### src/rtl/shared_seq_pkg.sv
// Shared definitions for the operand sequencer that feeds the shared
// two-mode combinational unit.
//   state_t  : 2-bit FSM state type
//   IDLE/DRIVE/SAMPLE/DONE : FSM state encodings
//   NUM_VEC  : number of {m,a,b,c,d} vectors in one sweep
//   LAST_IDX : index of the final vector of a sweep
package shared_seq_pkg;

  typedef logic [1:0] state_t;

  localparam state_t IDLE   = 2'd0;
  localparam state_t DRIVE  = 2'd1;
  localparam state_t SAMPLE = 2'd2;
  localparam state_t DONE   = 2'd3;

  localparam int         NUM_VEC  = 32;
  localparam logic [4:0] LAST_IDX = 5'd31;

endpackage

### src/rtl/shared_sig_reg.sv
// Rotate-XOR signature register. Every enabled cycle folds a 2-bit
// sample into the running signature: rotate left by one, then XOR the
// sample into the two low bits.
//   clk  in   rising-edge clock
//   rst  in   synchronous active-high reset, clears the signature
//   clr  in   synchronous clear at the start of a sweep (wins over en)
//   en   in   fold din into the signature this cycle
//   din  in   [1:0] sample {s1,s0}
//   sig  out  [SIG_W-1:0] current signature
module shared_sig_reg #(
  parameter int SIG_W = 16
) (
  input  logic             clk,
  input  logic             rst,
  input  logic             clr,
  input  logic             en,
  input  logic [1:0]       din,
  output logic [SIG_W-1:0] sig
);

  logic [SIG_W-1:0] sig_q;
  logic [SIG_W-1:0] sig_d;

  function automatic logic [SIG_W-1:0] sig_fold(input logic [SIG_W-1:0] cur,
                                                input logic [1:0]       smp);
    return {cur[SIG_W-2:0], cur[SIG_W-1]} ^ {{(SIG_W-2){1'b0}}, smp};
  endfunction

  always_comb begin
    sig_d = sig_q;
    if (clr) begin
      sig_d = '0;
    end else if (en) begin
      sig_d = sig_fold(sig_q, din);
    end
  end

  always_ff @(posedge clk) begin
    if (rst) begin
      sig_q <= '0;
    end else begin
      sig_q <= sig_d;
    end
  end

  assign sig = sig_q;

endmodule

### src/rtl/shared_vec_seq.sv
// Operand sequencer for the shared two-mode combinational unit.
// Walks all 32 {m,a,b,c,d} vectors in ascending order, holds each one for
// HOLD_CYCLES settle cycles, samples {s1,s0} in the following cycle and
// folds the sample into a rotate-XOR signature.
//   clk          in   rising-edge clock
//   rst          in   synchronous active-high reset
//   start        in   begin a sweep (only from IDLE or DONE)
//   pause        in   freeze sequencing while high (DRIVE/SAMPLE only)
//   a,b,c,d,m    out  registered operand bits, {m,a,b,c,d} = vec_idx
//   s1,s0        in   result bits from the shared unit
//   busy         out  high while a sweep is in progress
//   done         out  high after the last sample until restart or reset
//   vec_idx      out  [4:0] current vector index
//   sample_valid out  one-cycle pulse in the cycle after each capture
//   sig          out  [SIG_W-1:0] running signature
module shared_vec_seq
  import shared_seq_pkg::*;
#(
  parameter int HOLD_CYCLES = 1,
  parameter int SIG_W       = 16
) (
  input  logic             clk,
  input  logic             rst,
  input  logic             start,
  input  logic             pause,
  output logic             a,
  output logic             b,
  output logic             c,
  output logic             d,
  output logic             m,
  input  logic             s1,
  input  logic             s0,
  output logic             busy,
  output logic             done,
  output logic [4:0]       vec_idx,
  output logic             sample_valid,
  output logic [SIG_W-1:0] sig
);

  // The hold counter runs 0..HOLD_CYCLES; the extra code point is the
  // value it reaches on the transition into SAMPLE.
  localparam int               HOLD_W    = $clog2(HOLD_CYCLES + 1);
  localparam logic [HOLD_W-1:0] HOLD_LAST = HOLD_W'(HOLD_CYCLES - 1);

  state_t            state_q, state_d;
  logic [HOLD_W-1:0] hold_q,  hold_d;
  logic [4:0]        idx_q,   idx_d;
  logic              strobe_q, strobe_d;
  logic              sig_clr;
  logic              sig_en;

  // State register plus the datapath registers it steers.
  always_ff @(posedge clk) begin
    if (rst) begin
      state_q  <= IDLE;
      hold_q   <= '0;
      idx_q    <= '0;
      strobe_q <= 1'b0;
    end else begin
      state_q  <= state_d;
      hold_q   <= hold_d;
      idx_q    <= idx_d;
      strobe_q <= strobe_d;
    end
  end

  // Next-state and register-update logic.
  always_comb begin
    state_d = state_q;
    hold_d  = hold_q;
    idx_d   = idx_q;
    sig_clr = 1'b0;
    sig_en  = 1'b0;
    case (state_q)
      IDLE, DONE: begin
        // pause is deliberately ignored here; a start with pause high
        // still enters DRIVE and then freezes there.
        if (start) begin
          state_d = DRIVE;
          idx_d   = '0;
          hold_d  = '0;
          sig_clr = 1'b1;
        end
      end
      DRIVE: begin
        if (!pause) begin
          hold_d = hold_q + 1'b1;
          if (hold_q == HOLD_LAST) begin
            state_d = SAMPLE;
          end
        end
      end
      SAMPLE: begin
        if (!pause) begin
          sig_en = 1'b1;
          if (idx_q == LAST_IDX) begin
            // Operands keep the last vector while in DONE.
            state_d = DONE;
          end else begin
            idx_d   = idx_q + 5'd1;
            hold_d  = '0;
            state_d = DRIVE;
          end
        end
      end
      default: begin
        state_d = IDLE;
      end
    endcase
    strobe_d = sig_en;
  end

  // Status outputs decoded from the registered state.
  always_comb begin
    busy = (state_q == DRIVE) || (state_q == SAMPLE);
    done = (state_q == DONE);
  end

  shared_sig_reg #(
    .SIG_W (SIG_W)
  ) u_sig (
    .clk (clk),
    .rst (rst),
    .clr (sig_clr),
    .en  (sig_en),
    .din ({s1, s0}),
    .sig (sig)
  );

  assign {m, a, b, c, d} = idx_q;
  assign vec_idx         = idx_q;
  assign sample_valid    = strobe_q;

endmodule

### config.mk
export PLATFORM = sky130hd
export DESIGN_NAME = shared_vec_seq
export DESIGN_NICKNAME = d
export VERILOG_FILES = /design/src/rtl/shared_seq_pkg.sv /design/src/rtl/shared_sig_reg.sv /design/src/rtl/shared_vec_seq.sv
export SDC_FILE = /design/constraint.sdc
export NUM_CORES = 1
export LEC_CHECK = 0
export CORE_AREA = 2 2 53 55
export DETAILED_ROUTE_END_ITERATION = 12
export DIE_AREA = 0 0 55 57
export PLACE_DENSITY = 0.85
export SLEW_MARGIN = 25
export SYNTH_ARGS = -nofsm -noshare
export SYNTH_HDL_FRONTEND = slang
export SYNTH_SLANG_ARGS = --single-unit
### constraint.sdc
create_clock -name clk -period 2.15 [get_ports clk]
set_clock_uncertainty 0.05 [all_clocks]
set_input_delay 0.215 -clock clk [delete_from_list [all_inputs] [get_ports clk]]
set_output_delay 0.215 -clock clk [all_outputs]
set_load 0.03 [all_outputs]
# After elaboration in Yosys (flattened, before gate mapping)
# Cells that the tools add are included.
# word_totals
out_inout_bits	29
ff_bits	25
input_bits	6
wordCells	44
# classes
addsub	2
mux	19
n_eq_ne	9
reduce_logical	8
bitwise_logic	1
# ops
op	count
XOR 16 x 2 -> 16 bit	1
two-way mux 5 bit	3
AND reduction 4 bit	3
two-way mux 2 bit	5
!= test 2 bit (second input constant)	5
one-hot mux 5 bit (2 select lines)	1
two-way mux 1 bit	8
one-hot mux 2 bit (3 select lines)	1
adder 5 x 1 -> 5 bit (second input constant)	1
== test 5 bit (second input constant)	1
== test 2 bit (second input constant)	2
OR reduction 2 bit	2
one-hot mux 1 bit (3 select lines)	1
== test 2 x 1 -> 1 bit (second input constant)	1
zero test 2 bit	1
nonzero test 2 bit	1
adder 1 bit (second input constant)	1
logical OR 1 bit	1

# Depth between registers and ports, before layout
# logic_depth
ltp_word	4
ltp_mapped	8
depth_no_buf	6

# By module
# A second synthesis with hierarchy kept.
# hier_totals
cells_unflattened	118
hier_area_um2	1168.6
# by_module_without_submodules
module	seq_area_each_um2	area_per_inst_um2	cells_each	n_inst
shared_sig_reg	320.3	609.3	55	1
shared_vec_seq	180.2	559.3	63	1

# Least setup slack after synthesis
# Ideal clock, no wire load.
# synth_timing
path_kind	reg-to-reg
startpoint	register idx_q[1] (netlist: vec_idx[1])
endpoint	register idx_q[3] (netlist: vec_idx[3])
synth_period_minus_slack_ns	2.016
required_ns	2.030
setup_ns	0.070
path_slack_ns	0.134
stages_incl_launch_ff	7
path_buffers	0
arrival_time_ns	1.895
path_cell_list	dfxtp_1 -> ha_1 -> and3_1 -> ha_1 -> o21a_1 -> or4_1 -> a21oi_1
# synth_via
elab_chain_len	4
elab_cells_between_ends	7
cone_classes	1 x add/sub; 2 x eq/ne; 3 x mux; 1 x reduce/logical
# synth_lines
element	line_no	source
from (decl)	shared_vec_seq.sv:47	logic [4:0] idx_q, idx_d;
from (signal assigned)	shared_vec_seq.sv:62	idx_q <= idx_d;
adder 5 x 1 -> 5 bit	shared_vec_seq.sv:100	idx_d = idx_q + 5'd1;
two-way mux 5 bit	shared_vec_seq.sv:96	if (idx_q == LAST_IDX) begin
two-way mux 5 bit	shared_vec_seq.sv:94	if (!pause) begin
one-hot mux 5 bit (2 select lines)	shared_vec_seq.sv:74	case (state_q)
# Several ways; a longest one is shown, not always the timed one. The select of a mux whose other input is x is not followed.
# A chain may end at the register's enable or synchronous reset.

# Final worst setup path
# Ends and elaborated chain as after synthesis.

==> impl_metrics.tcl <==
set metrics [dict create \
    final_max_slew_viol_count 0 \
    die_h_um 57 \
    netlist_area_um2 1100 \
    postCtsSetupBuffers 0 \
    dr.pass1.iters 4 \
    worst-setup-path-type "flop to flop" \
    finalSetupViolations 0 \
    ir_drop_mv 0.334 \
    grt_pass1_wl_um 3830 \
    p_sw_mw 0.241 \
    p_seq_share_pct 57.1 \
    route.detailed.drc 0 \
    cts_buffers 3 \
    clk_latency_ns 0.32 \
    cts_tree "done" \
    syn_area_per_cell_um2 8.24 \
    via_count 1008 \
    synth_common_cells "31 x nand2_1, 25 x dfxtp_1, 22 x a21oi_1" \
    nets 175 \
    vias_per_cell 5.20 \
    grt_pass1_vias 918 \
    syn_nets 145 \
    track_usage_pct 16.2 \
    min_path_type "flop to flop" \
    cp.required_ns 2.36 \
    path_clk_slew_ns 0.14 \
    die_x_um 55 \
    post-dp-hpwl_um 1740 \
    antenna_found_initial 0 \
    cts_sinks 25 \
    synth_area_leaders "dfxtp_1 45%, nand2_1 11%, a21oi_1 10%" \
    slew-limit-headroom_pct 61.9 \
    initial_core_util_pct 42.2 \
    p_int_mw 0.608 \
    yosys.area.top_type_share_pct 45.3 \
    synth.most_common_cell "nand2_1" \
    grt_setup_unrepaired "no" \
    power_mw 0.848 \
    place.gp.congestion 0.771 \
    tns_ns 0 \
    leakage_nw 0.513 \
    synth_ff_type "dfxtp_1" \
    ys_types 27 \
    max_slew.worst_pin.slew_ns 0.572 \
    end_kind "flop" \
    critPathMaxFanout 8 \
    row_count 19 \
    io_pins 35 \
    clockPowerShare_pct 24.6 \
    yosys_warnings 0 \
    htree_levels 1 \
    period_needed_ns 2.02 \
    postRouteAntennaNets 0 \
    drt_wl_total_um 2400 \
    finalHoldViolCount 0 \
    synth_top_cell_by_area "dfxtp_1" \
    arrival_ns 2.23 \
    max_freq_mhz 495 \
    drtIter0Drc 24 \
    status "completed" \
    period_share_pct 94.0 \
    drt-wirelength-per-cell_um 12.4 \
    cts_buffer_depth 2 \
    final_core_util_pct 55.6 \
    grt-ovfl-total 0 \
    switching_share_pct 28.4 \
    drv_cap 0 \
    layout-drive-gt1-share_pct 3.68 \
    async_flop_share_pct 0 \
    coreArea_um2 2620 \
    cts-root-buf "clkbuf_4" \
    grt_max_degree 19 \
    portBuffers 34 \
    syn2layout_area_growth_pct 31.7 \
    ys_ff_latch 25 \
    synth_edf_count 0 \
    syn_inst 134 \
    diodes 0 \
    startpoint_type "flop" \
    p_per_area_nw_per_um2 583 \
    die-area_um2 3140 \
    yosysSeqAreaShare_pct 45.3 \
    comb_power_share_pct 18.3 \
]
## power groups by stage
stage | Clock (mW) | Combinational [mW] | Sequential, mW
after global placement | 0 | 0.153 | 0.494
after global routing | 0.239 | 0.169 | 0.487
after floorplan | 0 | 0.103 | 0.500
after detailed placement | 0 | 0.158 | 0.495
after CTS | 0.216 | 0.155 | 0.485
final | 0.209 | 0.155 | 0.485
## cells in the final DEF, fill, tap and decap left out, drive strengths merged, types with 4 or more instances in the layout
cell | synthesis | final
clkbuf | 1 | 4
dfxtp | 25 | 25
a21oi | 22 | 22
inv | 5 | 5
nand2 | 31 | 31
nor2 | 6 | 6
o21ai | 5 | 5
ha | 5 | 5
clkdlybuf4s50 | 0 | 33
## logic make-up after synthesis
logic type                 Yosys count  share of synthesized area (%)
AOI/OAI and AO/OA                   34                           17.2
xor gates and xnor gates             2                           1.59
adders and majority gates            5                           5.66
muxes                                3                           2.83
DFF                                 25                           45.3
buffers and inverters               15                           7.25
and+or+nand+nor                     50                           20.2
## sequential cells by signal, summed over array words and instances, names as in the netlist
signal        flops
hold_q            1
u_sig.sig        16
state_q           2
sample_valid      1
vec_idx           5
## final timing paths
kind                                     to                 startpoint  cells past startpoint  slack [ns]
setup / recovery    vec_idx[3]$_SDFFE_PP0P_    vec_idx[1]$_SDFFE_PP0P_                      6        0.13
setup reg to reg    vec_idx[3]$_SDFFE_PP0P_    vec_idx[1]$_SDFFE_PP0P_                      6        0.13
hold / removal    u_sig.sig[7]$_SDFFE_PP0P_  u_sig.sig[6]$_SDFFE_PP0P_                      2        0.43
hold reg to reg   u_sig.sig[7]$_SDFFE_PP0P_  u_sig.sig[6]$_SDFFE_PP0P_                      2        0.43
## critical path, stage by stage (launching register included)
cell and delay (ns):
dfxtp_1 0.37, ha_1 0.21, and3_1 0.19, ha_1 0.21, o21a_1 0.26, or4_1 0.51
a21oi_1 0.16
## layout make-up
type	count	area (um2)
inverters	5	18.8
well taps	31	38.8
clock buffers	4	26.3
fillers	272	1160
multi-input cells	94	524
repair buffers	35	347
flip-flops and latches	25	500
## through the flow
| step | hold slack, ns | cell area (um2) | setup WS (ns) | std cells |
|---|---|---|---|---|
| final | 0.427 | 1460 | 0.129 | 194 |
| after global routing | 0.454 | 1460 | 0.0168 | 194 |
| after CTS | 0.432 | 1460 | 0.129 | 194 |
| after detailed placement | 0.415 | 1430 | 0.167 | 190 |
| after global placement | 0.403 | 1430 | 0.235 | 190 |
| after floorplan | 0.234 | 1100 | 0.134 | 134 |
## timing repair
item / 4_1_cts / 5_1_grt
resized for setup: 1 / 0
endpoints found under the setup margin: 1 / 0
hold buffers: 0 / 0
## layer usage
metal	vias up	GRT usage, %	part of all wire (%)
li1	506	-	-
met1	463	20.6	45
met2	37	26.7	48
met3	2	3.66	6.6
met4	0	5.23	0.88
met5	-	0	0
No activity file was read; power rests on OpenSTA's default activity.
==> patch 1: new RTL, same settings <==
`SIG_W` is set to 16 in 2 places; all go to 20.
--- a/src/rtl/shared_sig_reg.sv
+++ b/src/rtl/shared_sig_reg.sv
@@ -8,7 +8,7 @@
 //   din  in   [1:0] sample {s1,s0}
 //   sig  out  [SIG_W-1:0] current signature
 module shared_sig_reg #(
-  parameter int SIG_W = 16
+  parameter int SIG_W = 20
 ) (
   input  logic             clk,
   input  logic             rst,
--- a/src/rtl/shared_vec_seq.sv
+++ b/src/rtl/shared_vec_seq.sv
@@ -17,7 +17,7 @@
   import shared_seq_pkg::*;
 #(
   parameter int HOLD_CYCLES = 1,
-  parameter int SIG_W       = 16
+  parameter int SIG_W       = 20
 ) (
   input  logic             clk,
   input  logic             rst,
Ports: changed (resized sig); port bits go from 35 to 39. The function was not compared with the original's and may differ.
==> patch 1 against the original RTL <==
Synthesized area up 14%; via count up 19%; total power up 35%; wire length up 19%; sequential cell count up 4; setup slack worse by 0.0074 ns; sequential power up 18%; critical path depth unchanged; final area up 16%; largest power group unchanged.
==> patch 1: results (changes against the original RTL) <==
DR vias -> 1197 (+19%)
dpl cell area -> 1630 um^2 (+14%)
GPL Wtd Cong -> 0.747 (-3.1%)
Largest register FFs -> 20 (+4)
syn nets -> 166 (+14%)
LEAKAGE -> 0.599 nW (+17%)
Least-Margin Pin Slew -> 0.494 ns (-0.0785 ns)
Syn Inst Count -> 155 (+16%)
Placed Instances -> 215 (+13%)
Final nets -> 202 (+15%)
Tot GR Track Use -> 0.208 (+0.0460)
routed vias/inst -> 5.37 (+3.3%)
fillers -> 231 (-15%)
CTS Buf Count -> 5 (+2)
status -> completed
synth top area cells -> dfxtp_1 (46%), nand2_1 (12%), a21oi_1 (9.6%)
Starting DRT DRC Count -> 28 (+17%)
Post-Route WL -> 2.86 mm (+19%)
drt pass-1 iters -> 4 (unchanged)
layout cells sized above 1 -> 0.0729 (+0.0361)
switching power -> 0.374 mW (+55%)
pin count of the biggest net entering global routing -> 23 (+4)
VDD IR max -> 0.532 mV (+59%)
Clock transition at path regs -> 0.09 ns (-0.05 ns)
Port Buffer Count -> 38 (+12%)
maximum clock insertion buffer count -> 2 (unchanged)
clk_lat worst skew -> 0.34 ns (+0.02 ns)
Arr. time, crit path -> 2.25 ns (+0.02 ns)
Crit-path slowest cell -> or4_1
sequential fraction of the synthesis area -> 0.462 (+0.00915)
number of global-route vias before repair -> 1094 (+19%)
dpl hpwl -> 2.09 mm (+20%)
Commonest cells post-synth -> nand2_1 (39), dfxtp_1 (29), a21oi_1 (24)
first-pass GRT wire length -> 4.76 mm (+24%)
H-tree levels -> 2 (+1)
Yosys cell types -> 26 (-3.7%)
initial antenna violation count -> 0 (unchanged)
==> patch 1: changes by cell type after synthesis, sizes merged, moves of 2 or more <==
cell    delta
clkbuf     +3
a32o       +2
nand2      +8
dfxtp      +4
a21oi      +2
==> patch 1: per-stage QoR <==
step                setup slack [ns]  hold slack, ns   util
floorplan                      0.134           0.368      -
global placement               0.233           0.398  0.624
detailed placement             0.143           0.411  0.624
CTS                            0.106           0.425  0.645
global route                 0.00567           0.441  0.645
finish                         0.122           0.420  0.645
==> patch 1: routing by layer <==
| layer | wire length (um) | GRT usage | vias up |
|---|---|---|---|
| met5 | 0 | 0 | - |
| li1 | - | - | 597 |
| met1 | 1180 | 0.241 | 557 |
| met4 | 60 | 0.0906 | 0 |
| met3 | 126 | 0.0681 | 6 |
| met2 | 1500 | 0.342 | 37 |
==> patch 1: cell families (layout without fill, tap and decap cells) <==
group | Yosys count | after routing | share of synthesized area
buf+inv | 19 | 56 | 0.0757
flops | 29 | 29 | 0.462
mux | 2 | 2 | 0.0159
fa+ha+maj | 5 | 5 | 0.0498
compound gates | 39 | 39 | 0.180
xor+xnor | 2 | 2 | 0.0139
simple gates | 59 | 59 | 0.202
==> patch 1: final cells by class <==
cell class,instances,area [um^2],area share
tap,31,38.8,0.0230
inverter,6,22.5,0.0133
clock buffer,5,37.5,0.0222
sequential,29,581,0.344
clock inverter,3,17.5,0.0104
timing repair buffer,42,409,0.242
multi-input combinational,107,582,0.345
==> patch 1: worst max-delay path, delay by kind of cell (launching register included) <==
family	cells	cell delay [ns]
AOI/OAI and AO/OA	2	0.41
adders and majority gates	2	0.43
and+or+nand+nor	2	0.70
DFF	1	0.38
==> patch 1: final timing paths <==
kind	start	end
worst max-delay path	vec_idx[0]$_SDFFE_PP0P_	vec_idx[3]$_SDFFE_PP0P_
worst min-delay path	u_sig.sig[14]$_SDFFE_PP0P_	u_sig.sig[15]$_SDFFE_PP0P_
worst max register to register	vec_idx[0]$_SDFFE_PP0P_	vec_idx[3]$_SDFFE_PP0P_
worst min register to register	u_sig.sig[14]$_SDFFE_PP0P_	u_sig.sig[15]$_SDFFE_PP0P_
==> patch 1: power by group through the flow <==
stage | Combinational [mW] | Clock [mW] | Sequential, mW
after global routing | 0.280 | 0.351 | 0.574
after detailed placement | 0.255 | 0 | 0.584
after global placement | 0.247 | 0 | 0.581
after CTS | 0.251 | 0.331 | 0.572
final | 0.252 | 0.322 | 0.572
after floorplan | 0.173 | 0 | 0.589
==> patch 1: timing repair <==
action                                  4_1_cts  5_1_grt
endpoints found under the setup margin        1        1
hold endpoints to repair                      0        0
gates resized for setup                       1        1
hold buffers                                  0        0
==> patch 2: new RTL, same flow settings <==
Made on the original files. Reset style: asynchronous (`rst`), changed in 2 clocked blocks. Comments in the files are not updated.
--- a/src/rtl/shared_sig_reg.sv
+++ b/src/rtl/shared_sig_reg.sv
@@ -35,7 +35,7 @@
     end
   end
 
-  always_ff @(posedge clk) begin
+  always_ff @(posedge clk or posedge rst) begin
     if (rst) begin
       sig_q <= '0;
     end else begin
--- a/src/rtl/shared_vec_seq.sv
+++ b/src/rtl/shared_vec_seq.sv
@@ -50,7 +50,7 @@
   logic              sig_en;
 
   // State register plus the datapath registers it steers.
-  always_ff @(posedge clk) begin
+  always_ff @(posedge clk or posedge rst) begin
     if (rst) begin
       state_q  <= IDLE;
       hold_q   <= '0;
Function: differs if rst is asserted again (counterexample within 4 cycles, from zero or initial values and one cycle with rst high); with rst held inactive, the same outputs for 10 cycles.
==> patch 2 against the original RTL <==
Critical path depth shrank 2; wire length shrank 1.0%; synthesized cell count shrank 28%; count of clock-buffer cells in the layout shrank 1; final area grew 5.8%; synthesized area grew 7.5%; sequential cell count is the same; setup slack gained 0.031 ns; via count shrank 12%; critical path type is now flip-flop to output pin.
Power is not compared: it rests on default switching activity, and its combinational part moved more than twofold at a synthesized area within 25%.
==> patch 2: results (changes against the original RTL) <==
Yosys cell types -> 26 (-3.7%)
Place WS -> 0.242 ns (+0.0747 ns)
dpl hpwl -> 1.70 mm (-2.3%)
Design Area, Final -> 1540 um^2 (+5.8%)
initial antenna violation count -> 0 (unchanged)
largest delay contributor family on the critical path -> buffers and inverters
Synth Area in XOR/XNOR -> 0.0148 (-0.00110)
number of global-route vias before repair -> 892 (-2.8%)
critical path's largest stage delay -> 0.42 ns (-0.09 ns)
crit-path max FO -> 5 (-3)
R2R Setup Slk -> 0.32 ns (+0.19 ns)
Max-slew headroom -> 0.700 (+0.0811)
routed length per placed instance -> 14.9 um (+21%)
syn nets -> 108 (-26%)
Placed Instances -> 155 (-18%)
first-pass GRT wire length -> 4.02 mm (+5.0%)
Largest register FFs -> 16 (unchanged)
fillers -> 245 (-9.9%)
FFs w/ async S/R, synth -> 1.00 (+1.00)
WHS -> 0.168 ns (-0.259 ns)
most common cell in the netlist -> dfrtp_1
Compound-Gate Fraction of Synth Area -> 0.216 (+0.0439)
GPL Wtd Cong -> 0.681 (-12%)
routed vias/inst -> 5.56 (+7.0%)
dpl cell area -> 1510 um^2 (+5.6%)
Port Buffer Count -> 34 (unchanged)
CP startpoint -> state_q[0]$_DFFE_PP0P_
RR Startpoint -> vec_idx[0]$_DFFE_PP0P_
Hold Path Class -> input port to asynchronous set/reset pin
pin count of the biggest net entering global routing -> 26 (+7)
post-synthesis adder-cell area fraction -> 0.0527 (-0.00394)
post-layout minimum cycle time -> 1.99 ns (-0.0312 ns)
path depth of the worst reg2reg path -> 7 (+1)
multiplexer share of the synthesized area -> 0.0179 (-0.0104)
Commonest cells post-synth -> dfrtp_1 (25), a22o_1 (16), buf_4 (8)
synth top area cells -> dfrtp_1 (53%), a22o_1 (12%), ha_1 (5.3%)
DR vias -> 884 (-12%)
Arr. time, crit path -> 1.72 ns (-0.51 ns)
Reg-to-Reg End -> vec_idx[4]$_DFFE_PP0P_
Final nets -> 140 (-20%)
layout cells sized above 1 -> 0.0859 (+0.0491)
sequential fraction of the synthesis area -> 0.527 (+0.0739)
average size of a mapped cell -> 12.2 um^2 (+48%)
Starting DRT DRC Count -> 20 (-17%)
Clock transition at path regs -> 0.14 ns (about the same)
Crit-path slowest cell -> dfrtp_1
Tot GR Track Use -> 0.175 (+0.0126)
status -> completed
crit path capture -> busy
==> patch 2: changes by cell type after synthesis, moves of 3 or more <==
cell and delta:
nor2_1 -6, nand2_1 -28, buf_4 +3, a22o_1 +16
dfxtp_1 -25, dfrtp_1 +25, a21oi_1 -22, buf_2 -4
o2bb2ai_1 +3
==> patch 2: layer usage <==
metal / GRT usage / routed length (um)
met1: 0.257 / 1140
met2: 0.257 / 1070
met3: 0.0340 / 129
met4: 0.0627 / 32
met5: 0 / 0
==> patch 2: cell type report <==
class	count	area share
sequential	25	0.407
multi-input combinational	56	0.302
tap	31	0.0252
inverter	7	0.0171
clock buffer	3	0.0146
clock inverter	1	0.00488
timing repair buffer	36	0.230
==> patch 2: report_power, final <==
| part | leakage (nW) | total, mW | internal (mW) | switching (mW) |
|---|---|---|---|---|
| clock network | 0.0139 | 0.212 | 0.0711 | 0.141 |
| logic | 0.341 | 0.741 | 0.294 | 0.447 |
| registers | 0.343 | 0.586 | 0.528 | 0.0578 |
| total | 0.697 | 1.54 | 0.893 | 0.646 |
